## config.mk

```make
export PLATFORM = sky130hd
export DESIGN_NAME = ahb2apb_bridge_flat
export DESIGN_NICKNAME = d
export VERILOG_FILES = /design/src/rtl/ahb2apb_bridge_if.sv /design/src/rtl/ahb2apb_bridge.sv /design/src/flat_wrapper.sv
export SDC_FILE = /design/constraint.sdc
export NUM_CORES = 1
export LEC_CHECK = 0
export BUFFER_PORTS_ARGS = -buffer_cell sky130_fd_sc_hd__buf_2
export CAP_MARGIN = 10
export CORE_ASPECT_RATIO = 0.7
export CORE_UTILIZATION = 44
export CTS_CLUSTER_SIZE = 14
export DETAILED_ROUTE_END_ITERATION = 10
export PLACE_DENSITY = 0.85
export SYNTH_ARGS = -nofsm -noshare
export SYNTH_HDL_FRONTEND = slang
export SYNTH_SLANG_ARGS = --single-unit
```

## constraint.sdc

```tcl
create_clock -name xclk -period 2.55 [get_ports xclk]
set_input_delay 0.1275 -clock xclk [delete_from_list [all_inputs] [get_ports xclk]]
set_output_delay 0.1275 -clock xclk [all_outputs]
set_load 0.1 [all_outputs]
```

## src/rtl/ahb2apb_bridge_if.sv

```systemverilog
// AHB-Lite slave / APB4 master signal bundle for the bridge.
// The slave modport is the bridge's view; master is the environment's view.
interface ahb2apb_bridge_if #(
    parameter int AWIDTH = 10,
    parameter int DSIZE  = 2
);
    localparam int DBYTES = 1 << DSIZE;
    localparam int DWIDTH = DBYTES * 8;

    // AHB side
    logic              hsel;
    logic              hready;
    logic [1:0]        htrans;
    logic [3:0]        hprot;
    logic [2:0]        hburst;
    logic [2:0]        hsize;
    logic              hmastlock;
    logic              hwrite;
    logic [AWIDTH-1:0] haddr;
    logic [DWIDTH-1:0] hwdata;
    logic [DWIDTH-1:0] hrdata;
    logic              hreadyout;
    logic              hresp;
    // APB side
    logic              psel;
    logic              penable;
    logic [2:0]        pprot;
    logic              pwrite;
    logic [AWIDTH-1:0] paddr;
    logic [DBYTES-1:0] pstrb;
    logic [DWIDTH-1:0] pwdata;
    logic [DWIDTH-1:0] prdata;
    logic              pready;
    logic              pslverr;

    modport slave (
        input  hsel, hready, htrans, hprot, hburst, hsize, hmastlock, hwrite,
        input  haddr, hwdata,
        output hrdata, hreadyout, hresp,
        output psel, penable, pprot, pwrite, paddr, pstrb, pwdata,
        input  prdata, pready, pslverr
    );

    modport master (
        output hsel, hready, htrans, hprot, hburst, hsize, hmastlock, hwrite,
        output haddr, hwdata,
        input  hrdata, hreadyout, hresp,
        input  psel, penable, pprot, pwrite, paddr, pstrb, pwdata,
        output prdata, pready, pslverr
    );
endinterface

```

## src/rtl/ahb2apb_bridge.sv

```systemverilog
// AHB-Lite to APB4 bridge: one AHB beat becomes one APB SETUP/ACCESS pair,
// slave errors and oversized transfers come back as a two-cycle AHB ERROR.
module ahb2apb_bridge #(
    parameter int AWIDTH = 10,
    parameter int DSIZE  = 2
) (
    input  logic            xclk,
    input  logic            xresetn,
    ahb2apb_bridge_if.slave bus
);
    localparam int DBYTES = 1 << DSIZE;

    typedef enum logic [2:0] {IDLE, SETUP, ACCESS, ERR1, ERR2} state_t;

    state_t            state;
    logic              start;
    logic              size_ok;
    logic [DBYTES-1:0] strb_next;
    logic              unused_in;

    // Only NONSEQ/SEQ beats with the bus ready start a transfer
    assign start   = bus.hsel & bus.hready & bus.htrans[1];
    assign size_ok = (bus.hsize <= 3'(DSIZE));

    // AHB holds hwdata steady while we stall, so no capture register is needed
    assign bus.pwdata = bus.hwdata;

    // Burst type, lock and the cacheable/bufferable hints have no APB meaning
    assign unused_in = ^{bus.hburst, bus.hmastlock, bus.htrans[0], bus.hprot[3:2]};

    // Lane i is strobed when it shares the aligned 2^hsize-byte group with haddr
    always_comb begin
        strb_next = '0;
        for (int i = 0; i < DBYTES; i++) begin
            strb_next[i] = bus.hwrite && size_ok &&
                           (((DSIZE'(i) ^ bus.haddr[DSIZE-1:0]) >> bus.hsize) == '0);
        end
    end

    // Transfer sequencer with all AHB/APB outputs registered
    always_ff @(posedge xclk or negedge xresetn) begin
        if (!xresetn) begin
            state         <= IDLE;
            bus.hreadyout <= 1'b1;
            bus.hresp     <= 1'b0;
            bus.hrdata    <= '0;
            bus.psel      <= 1'b0;
            bus.penable   <= 1'b0;
            bus.pwrite    <= 1'b0;
            bus.paddr     <= '0;
            bus.pstrb     <= '0;
            bus.pprot     <= '0;
        end else begin
            case (state)
                IDLE, ERR2: begin
                    state         <= IDLE;
                    bus.hreadyout <= 1'b1;
                    bus.hresp     <= 1'b0;
                    if (start) begin
                        bus.paddr     <= bus.haddr;
                        bus.pwrite    <= bus.hwrite;
                        bus.pprot     <= {~bus.hprot[0], 1'b0, bus.hprot[1]};
                        bus.pstrb     <= strb_next;
                        bus.hreadyout <= 1'b0;
                        if (size_ok) begin
                            state    <= SETUP;
                            bus.psel <= 1'b1;
                        end else begin
                            // Oversized beat: error without touching APB
                            state     <= ERR1;
                            bus.hresp <= 1'b1;
                        end
                    end
                end
                SETUP: begin
                    state       <= ACCESS;
                    bus.penable <= 1'b1;
                end
                ACCESS: begin
                    if (bus.pready) begin
                        bus.psel    <= 1'b0;
                        bus.penable <= 1'b0;
                        if (bus.pslverr) begin
                            state     <= ERR1;
                            bus.hresp <= 1'b1;
                        end else begin
                            state         <= IDLE;
                            bus.hreadyout <= 1'b1;
                            if (!bus.pwrite) bus.hrdata <= bus.prdata;
                        end
                    end
                end
                ERR1: begin
                    state         <= ERR2;
                    bus.hreadyout <= 1'b1;
                    bus.hresp     <= 1'b1;
                end
                default: begin
                    state         <= IDLE;
                    bus.hreadyout <= 1'b1;
                    bus.hresp     <= 1'b0;
                    bus.psel      <= 1'b0;
                    bus.penable   <= 1'b0;
                end
            endcase
        end
    end
endmodule

```

## src/flat_wrapper.sv

```systemverilog
// flat-port wrapper written by rule: the top's interface ports become plain ports
module ahb2apb_bridge_flat 
#(
    parameter int AWIDTH = 10,
    parameter int DSIZE  = 2
)
  (xclk, xresetn, bus_hsel, bus_hready, bus_htrans, bus_hprot, bus_hburst, bus_hsize, bus_hmastlock, bus_hwrite, bus_haddr, bus_hwdata, bus_hrdata, bus_hreadyout, bus_hresp, bus_psel, bus_penable, bus_pprot, bus_pwrite, bus_paddr, bus_pstrb, bus_pwdata, bus_prdata, bus_pready, bus_pslverr);
  ahb2apb_bridge_if #(.AWIDTH(AWIDTH), .DSIZE(DSIZE)) bus_i ();
  input  logic xclk;
  input  logic xresetn;
  input wire logic [$bits(bus_i.hsel)-1:0] bus_hsel;
  input wire logic [$bits(bus_i.hready)-1:0] bus_hready;
  input wire logic [$bits(bus_i.htrans)-1:0] bus_htrans;
  input wire logic [$bits(bus_i.hprot)-1:0] bus_hprot;
  input wire logic [$bits(bus_i.hburst)-1:0] bus_hburst;
  input wire logic [$bits(bus_i.hsize)-1:0] bus_hsize;
  input wire logic [$bits(bus_i.hmastlock)-1:0] bus_hmastlock;
  input wire logic [$bits(bus_i.hwrite)-1:0] bus_hwrite;
  input wire logic [$bits(bus_i.haddr)-1:0] bus_haddr;
  input wire logic [$bits(bus_i.hwdata)-1:0] bus_hwdata;
  output wire logic [$bits(bus_i.hrdata)-1:0] bus_hrdata;
  output wire logic [$bits(bus_i.hreadyout)-1:0] bus_hreadyout;
  output wire logic [$bits(bus_i.hresp)-1:0] bus_hresp;
  output wire logic [$bits(bus_i.psel)-1:0] bus_psel;
  output wire logic [$bits(bus_i.penable)-1:0] bus_penable;
  output wire logic [$bits(bus_i.pprot)-1:0] bus_pprot;
  output wire logic [$bits(bus_i.pwrite)-1:0] bus_pwrite;
  output wire logic [$bits(bus_i.paddr)-1:0] bus_paddr;
  output wire logic [$bits(bus_i.pstrb)-1:0] bus_pstrb;
  output wire logic [$bits(bus_i.pwdata)-1:0] bus_pwdata;
  input wire logic [$bits(bus_i.prdata)-1:0] bus_prdata;
  input wire logic [$bits(bus_i.pready)-1:0] bus_pready;
  input wire logic [$bits(bus_i.pslverr)-1:0] bus_pslverr;
  assign bus_i.hsel = bus_hsel;
  assign bus_i.hready = bus_hready;
  assign bus_i.htrans = bus_htrans;
  assign bus_i.hprot = bus_hprot;
  assign bus_i.hburst = bus_hburst;
  assign bus_i.hsize = bus_hsize;
  assign bus_i.hmastlock = bus_hmastlock;
  assign bus_i.hwrite = bus_hwrite;
  assign bus_i.haddr = bus_haddr;
  assign bus_i.hwdata = bus_hwdata;
  assign bus_hrdata = bus_i.hrdata;
  assign bus_hreadyout = bus_i.hreadyout;
  assign bus_hresp = bus_i.hresp;
  assign bus_psel = bus_i.psel;
  assign bus_penable = bus_i.penable;
  assign bus_pprot = bus_i.pprot;
  assign bus_pwrite = bus_i.pwrite;
  assign bus_paddr = bus_i.paddr;
  assign bus_pstrb = bus_i.pstrb;
  assign bus_pwdata = bus_i.pwdata;
  assign bus_i.prdata = bus_prdata;
  assign bus_i.pready = bus_pready;
  assign bus_i.pslverr = bus_pslverr;
  ahb2apb_bridge #(.AWIDTH(AWIDTH), .DSIZE(DSIZE)) u_core (.xclk(xclk), .xresetn(xresetn), .bus(bus_i));
endmodule
```

* After elaboration in Yosys (flattened, before gate mapping)
Index checks and enable logic that the tools add are counted.
** Operators by class
- Magnitude comparators :: 1
- Eq/ne operators :: 9
- Shift-type cells :: 4
- Multiplexer cells :: 19
- Bitwise gates (word level) :: 11
- Reductions and logical operators :: 19
** Operators with widths (count)
- 3-bit one-hot mux with 4 select lines :: 1
- 2-bit by 3-bit right shift with 2-bit output :: 4
- 1-bit 2-to-1 mux :: 10
- 1-bit one-hot mux with 3 select lines :: 3
- 2-bit zero test :: 4
- 1-bit inverter :: 8
- 4-bit AND reduction :: 2
- 3-bit by 2-bit == test with 1-bit output (second input constant) :: 2
- 3-bit 2-to-1 mux :: 2
- 2-bit != test (second input constant) :: 3
- 3-bit AND reduction :: 2
- 1-bit logical AND :: 5
- 2-bit 2-to-1 mux :: 2
- 2-bit by 1-bit != test with 1-bit output (second input constant) :: 2
- 1-bit one-hot mux with 4 select lines :: 1
- 2-bit AND reduction :: 2
- 2-bit OR reduction :: 2
- 3-bit by 1-bit == test with 1-bit output (second input constant) :: 1
- 3-bit == test (second input constant) :: 1
- 3-bit by 2-bit <= comparator with 1-bit output (second input constant) :: 1
- 3-bit zero test :: 1
- 3-bit OR reduction :: 1
- 1-bit bitwise AND :: 2
- 2-bit inverter :: 1
** Storage, ports and cells
- Register bits after elaboration :: 56
- Input bits :: 94
- Output and inout port bits :: 86
- Logic and storage cells :: 73

* Longest topological paths before layout
- Depth in word-level cells :: 4
- Depth in mapped cells :: 5

* Worst setup path before layout
OpenSTA, ideal clock, no wires.
- Path kind :: register -> register
- Start :: register u_core.bus.pwrite
- End :: register u_core.bus.hrdata[0]
- Library setup time :: 0.125 ns
- Arrival :: 1.729 ns
- Slack :: 0.695 ns
- Stages on the path, launching flop included :: 5
- Buffers on the path :: 1
- Clock period less this slack :: 1.855 ns
- Cell sequence :: dfrtp_1 > nor2_1 > nand4_4 > buf_6 > mux2_4
** Between the ends
- Longest elaborated chain between the ends :: 2
** RTL lines
- from (decl) :: RTL line ahb2apb_bridge_if.sv:40 : output psel, penable, pprot, pwrite, paddr, pstrb, pwdata,
- from (signal assigned) :: RTL line ahb2apb_bridge.sv:61 : bus.pwrite <= bus.hwrite;
- 1-bit inverter (no source line)
- 4-bit AND reduction (no source line)
- to (signal assigned) :: RTL line ahb2apb_bridge.sv:89 : if (!bus.pwrite) bus.hrdata <= bus.prdata;
- to (decl) :: RTL line ahb2apb_bridge_if.sv:39 : output hrdata, hreadyout, hresp,
Every way passes these cells.
A chain may end at the register's enable or synchronous reset.

* Final worst setup path
- Start :: register u_core.state[0]
- End :: register u_core.bus.hrdata[15]
** Between the ends
- Longest elaborated chain between the ends :: 2
** RTL lines
- from (decl) :: RTL line ahb2apb_bridge.sv:15 : state_t state;
- from (signal assigned) :: RTL line ahb2apb_bridge.sv:43 : state <= IDLE;
- from (signal assigned) :: RTL line ahb2apb_bridge.sv:56 : state <= IDLE;
- from (signal assigned) :: RTL line ahb2apb_bridge.sv:66 : state <= SETUP;
- 3-bit by 2-bit == test with 1-bit output :: RTL line ahb2apb_bridge.sv:54 : case (state)
- 4-bit AND reduction (no source line)
Every way passes these cells.

==> flow_summary_export.csv <==
group,metric,value,unit
status,status,"finished clean",
timing,setup_viol,0,
logic_synthesis,syn_inst,182,
cells_and_area,layout.cells.most_common_list,"sky130_fd_sc_hd__buf_2 (107), sky130_fd_sc_hd__dfrtp_1 (55), sky130_fd_sc_hd__mux2_4 (30)",
logic_synthesis,synth_mux_area_frac,0.241,
grt,grt_pass1_vias,1686,
place,place.detailed.hpwl,3750,um
clock_tree,cts.sink_count,56,
cells_and_area,multi_input_comb_area,890,sq um
floorplan,initial_utilization,0.456,
place,dpl_cell_area,2960,sq um
logic_synthesis,synth_sequential_area_ratio,0.538,
routing,detailroute.via_count,1672,
clock_tree,cts_buffer_depth,2,
routing,met2WireLength,2340,um
grt,grt_first_pass_wirelength,7730,um
logic_synthesis,synth.lib_cells_used.distinct,30,
clock_tree,post_cts.resized_instances,0,
clock_tree,cts_root_buffer,"sky130_fd_sc_hd__clkbuf_8",
timing,worst_pin_slew,0.552,ns
routing,drt_first_iter_violations,31,
timing,layout_worst_path_cycle_share,0.749,
place,routabilityCongestion,0.745,
floorplan,rows,23,
worst_setup_path,worst-r2r-cell-count,4,
routing,routedWlPerCell,14.7,um
worst_setup_path,worst-path-max-fanout,18,
clock_tree,clock_insertion_delay_worst_skew,0.30,ns
worst_setup_path,timing.critical_path.to_type,"flip-flop",
worst_setup_path,timing.critical_path.cells,"nor2b_4 > nand4_4 > buf_4 > mux2_4",
clock_tree,clock_tree.htree_level_count,2,
hold_path,hold_path_class,"in -> reg",
grt,grt.total_usage,0.163,
clock_tree,clkSlewWorstSetupHoldPaths,0.10,ns
timing,rsz0062_at_grt,"false",
cells_and_area,design.final.nets,356,
timing,report.final.slew_viol_count,0,
worst_setup_path,timing.critical_path.from_type,"flip-flop",
worst_setup_path,largest_incremental_delay_on_the_critical_path,0.52,ns
logic_synthesis,register_bit_total_from_synthesis,56,
worst_setup_path,critical_path_arrival,2.09,ns
job,timing.max_cap.violations,0,
logic_synthesis,yosysWarningCount,0,
logic_synthesis,post_synth_and_or_nand_nor_area_fraction,0.0480,
grt,total_overflow_reported_by_the_global_router,0,
cells_and_area,fillCellCount,502,
floorplan,die_y_extent,66.4,um
timing,final-hold-violation-count,0,
hold_path,holdPathStages,2,
cells_and_area,final_common_cell,"sky130_fd_sc_hd__buf_2",
timing,slew_headroom,0.632,
logic_synthesis,synthesis.nets,276,
routing,routed_via_density,4.95,
grt,largest_net_degree_at_the_start_of_global_routing,33,
clock_tree,postCtsSetupBuffers,0,
logic_synthesis,post_synth.cell_area_avg,14.3,sq um
logic_synthesis,post_synth_fa_ha_maj_area_fraction,0,
routing,route.detailed.drc,0,
routing,detailedRoute.firstPassIterationCount,6,
routing,wl_met1,2050,um
cells_and_area,area_growth,18.9,%
timing,fin_setup_tns,0,ns
cells_and_area,register_area,1400,sq um
routing,detail-route-antenna-nets,0,
floorplan,floorplan_die_area,6250,sq um
logic_synthesis,synth-compound-area-share,0.0508,
grt,antenna_found_initial,0,
worst_setup_path,worstPathRequired,2.73,ns
routing,dr.max_layer_used,"met4",
logic_synthesis,mappedNetlistArea,2610,sq um
floorplan,ios,180,
floorplan,core,5730,sq um
worst_setup_path,cp_max_delay_cell,"sky130_fd_sc_hd__dfrtp_1",
cells_and_area,diodes,0,
floorplan,die_width,94.0,um
routing,met3_layer_wire_length_in_the_routed_design,543,um
timing,period_minus_slack,1.91,ns
clock_tree,cts_made_buffers,5,
routing,drt_wl_total,4960,um
timing,achievable-frequency,523,MHz
cells_and_area,finalInstanceArea,3100,sq um
cells_and_area,drive_above_1_share,0.635,
timing,timing.clock.skew,0.00757,ns
worst_setup_path,worstSetupPathType,"reg -> reg",
place,portBuffers,107,
logic_synthesis,synth_top_family_by_area,"multiplexers",
logic_synthesis,synthXorXnorAreaFrac,0,
clock_tree,tritoncts,"done",
[worst max-delay path, delay by kind of cell (launching register included)]
family | cells | cell delay (ns)
AND/OR/NAND/NOR | 2 | 0.55
flip-flops | 1 | 0.52
multiplexers | 1 | 0.33
buffers and inverters | 1 | 0.39
[layout make-up]
class                      instances  share of cell area
inverter                           3             0.00363
clock buffer                       7              0.0311
timing repair buffer             112               0.186
tap                               75              0.0303
clock inverter                     1             0.00968
sequential                        56               0.452
multi-input combinational         84               0.287
[cells in the mapped netlist]
| cell type | count | area [sq um] |
|---|---|---|
| sky130_fd_sc_hd__o2bb2ai_1 | 5 | 43.8 |
| sky130_fd_sc_hd__o21a_1 | 1 | 7.51 |
| sky130_fd_sc_hd__a21oi_1 | 7 | 35.0 |
| sky130_fd_sc_hd__inv_1 | 3 | 11.3 |
| sky130_fd_sc_hd__nand4b_1 | 1 | 8.76 |
| sky130_fd_sc_hd__o31a_1 | 1 | 8.76 |
| sky130_fd_sc_hd__nor2_1 | 4 | 15.0 |
| sky130_fd_sc_hd__nor2b_4 | 1 | 13.8 |
| sky130_fd_sc_hd__mux2_4 | 30 | 450 |
| sky130_fd_sc_hd__conb_1 | 1 | 3.75 |
| sky130_fd_sc_hd__o32ai_1 | 1 | 8.76 |
| sky130_fd_sc_hd__mux2i_1 | 2 | 20.0 |
| sky130_fd_sc_hd__buf_4 | 34 | 255 |
| sky130_fd_sc_hd__mux2_2 | 14 | 158 |
| sky130_fd_sc_hd__nor2b_1 | 2 | 12.5 |
| sky130_fd_sc_hd__nand4_1 | 1 | 6.26 |
| sky130_fd_sc_hd__o22ai_1 | 2 | 12.5 |
| sky130_fd_sc_hd__dfstp_2 | 1 | 26.3 |
| sky130_fd_sc_hd__nand4_4 | 1 | 21.3 |
| sky130_fd_sc_hd__nand2b_1 | 2 | 12.5 |
| sky130_fd_sc_hd__buf_2 | 1 | 5.00 |
| sky130_fd_sc_hd__dfrtp_1 | 55 | 1380 |
| sky130_fd_sc_hd__a21o_1 | 1 | 7.51 |
| sky130_fd_sc_hd__a22o_1 | 1 | 8.76 |
| sky130_fd_sc_hd__or2_2 | 1 | 6.26 |
| sky130_fd_sc_hd__nor3_1 | 1 | 5.00 |
| sky130_fd_sc_hd__nand2_2 | 1 | 6.26 |
| sky130_fd_sc_hd__and3_1 | 2 | 12.5 |
| sky130_fd_sc_hd__nand3_1 | 1 | 5.00 |
| sky130_fd_sc_hd__buf_6 | 4 | 45.0 |
[state kept, by name, indices dropped and copies added (netlist names)]
name                  flops
u_core.bus.hrdata        32
u_core.bus.hreadyout      1
u_core.bus.hresp          1
u_core.bus.paddr         10
u_core.bus.penable        1
u_core.bus.pprot          2
u_core.bus.psel           1
u_core.bus.pstrb          4
u_core.bus.pwrite         1
u_core.state              3
[through the flow]
| step | worst slack (ns) | instances | hold WS (ns) | utilization |
|---|---|---|---|---|
| 2_1_floorplan | 0.695 | 182 | -0.168 | - |
| 3_3_place_gp | 0.685 | 328 | 0.138 | 0.516 |
| 3_5_place_dp | 0.637 | 328 | 0.153 | 0.516 |
| 4_1_cts | 0.606 | 338 | 0.0389 | 0.542 |
| 5_1_grt | 0.554 | 338 | 0.0364 | 0.542 |
| 6_report | 0.640 | 338 | 0.0530 | 0.542 |
[kinds of logic (layout without fill, tap and decap cells)]
kind of cell           Yosys count  count (layout)
buffers and inverters           42             123
muxes                           46              46
and+or+nand+nor                 18              18
DFF                             56              56
other                            1               1
AOI/OAI and AO/OA               19              19
[worst paths after layout]
path / start / endpoint / slack (ns)
worst min register to register: u_core.bus.pstrb[1] / u_core.bus.pstrb[1] / 0.50
worst max register to register: u_core.state[0] / u_core.bus.hrdata[15] / 0.64
worst max-delay path: u_core.state[0] / u_core.bus.hrdata[15] / 0.64
worst min-delay path: bus_hprot[1] / u_core.bus.pprot[0] / 0.05
min in group asynchronous: xresetn / u_core.state[0] / 0.36
max in group asynchronous: xresetn / u_core.bus.hrdata[27] / 1.37
[timing repair]
item,CTS,global route
hold buffers,2,0
endpoints found under the setup margin,0,0
hold endpoints to repair,24,0
[layer usage]
metal  vias up  track usage
met5         -            0
met4         0       0.0423
met2       100        0.267
met1       813        0.195
met3         4       0.0713
li1        755            -
Power is left out: the tool's default activity adds up to more than one toggle a clock period on the data nets, which glitch-free logic cannot reach.
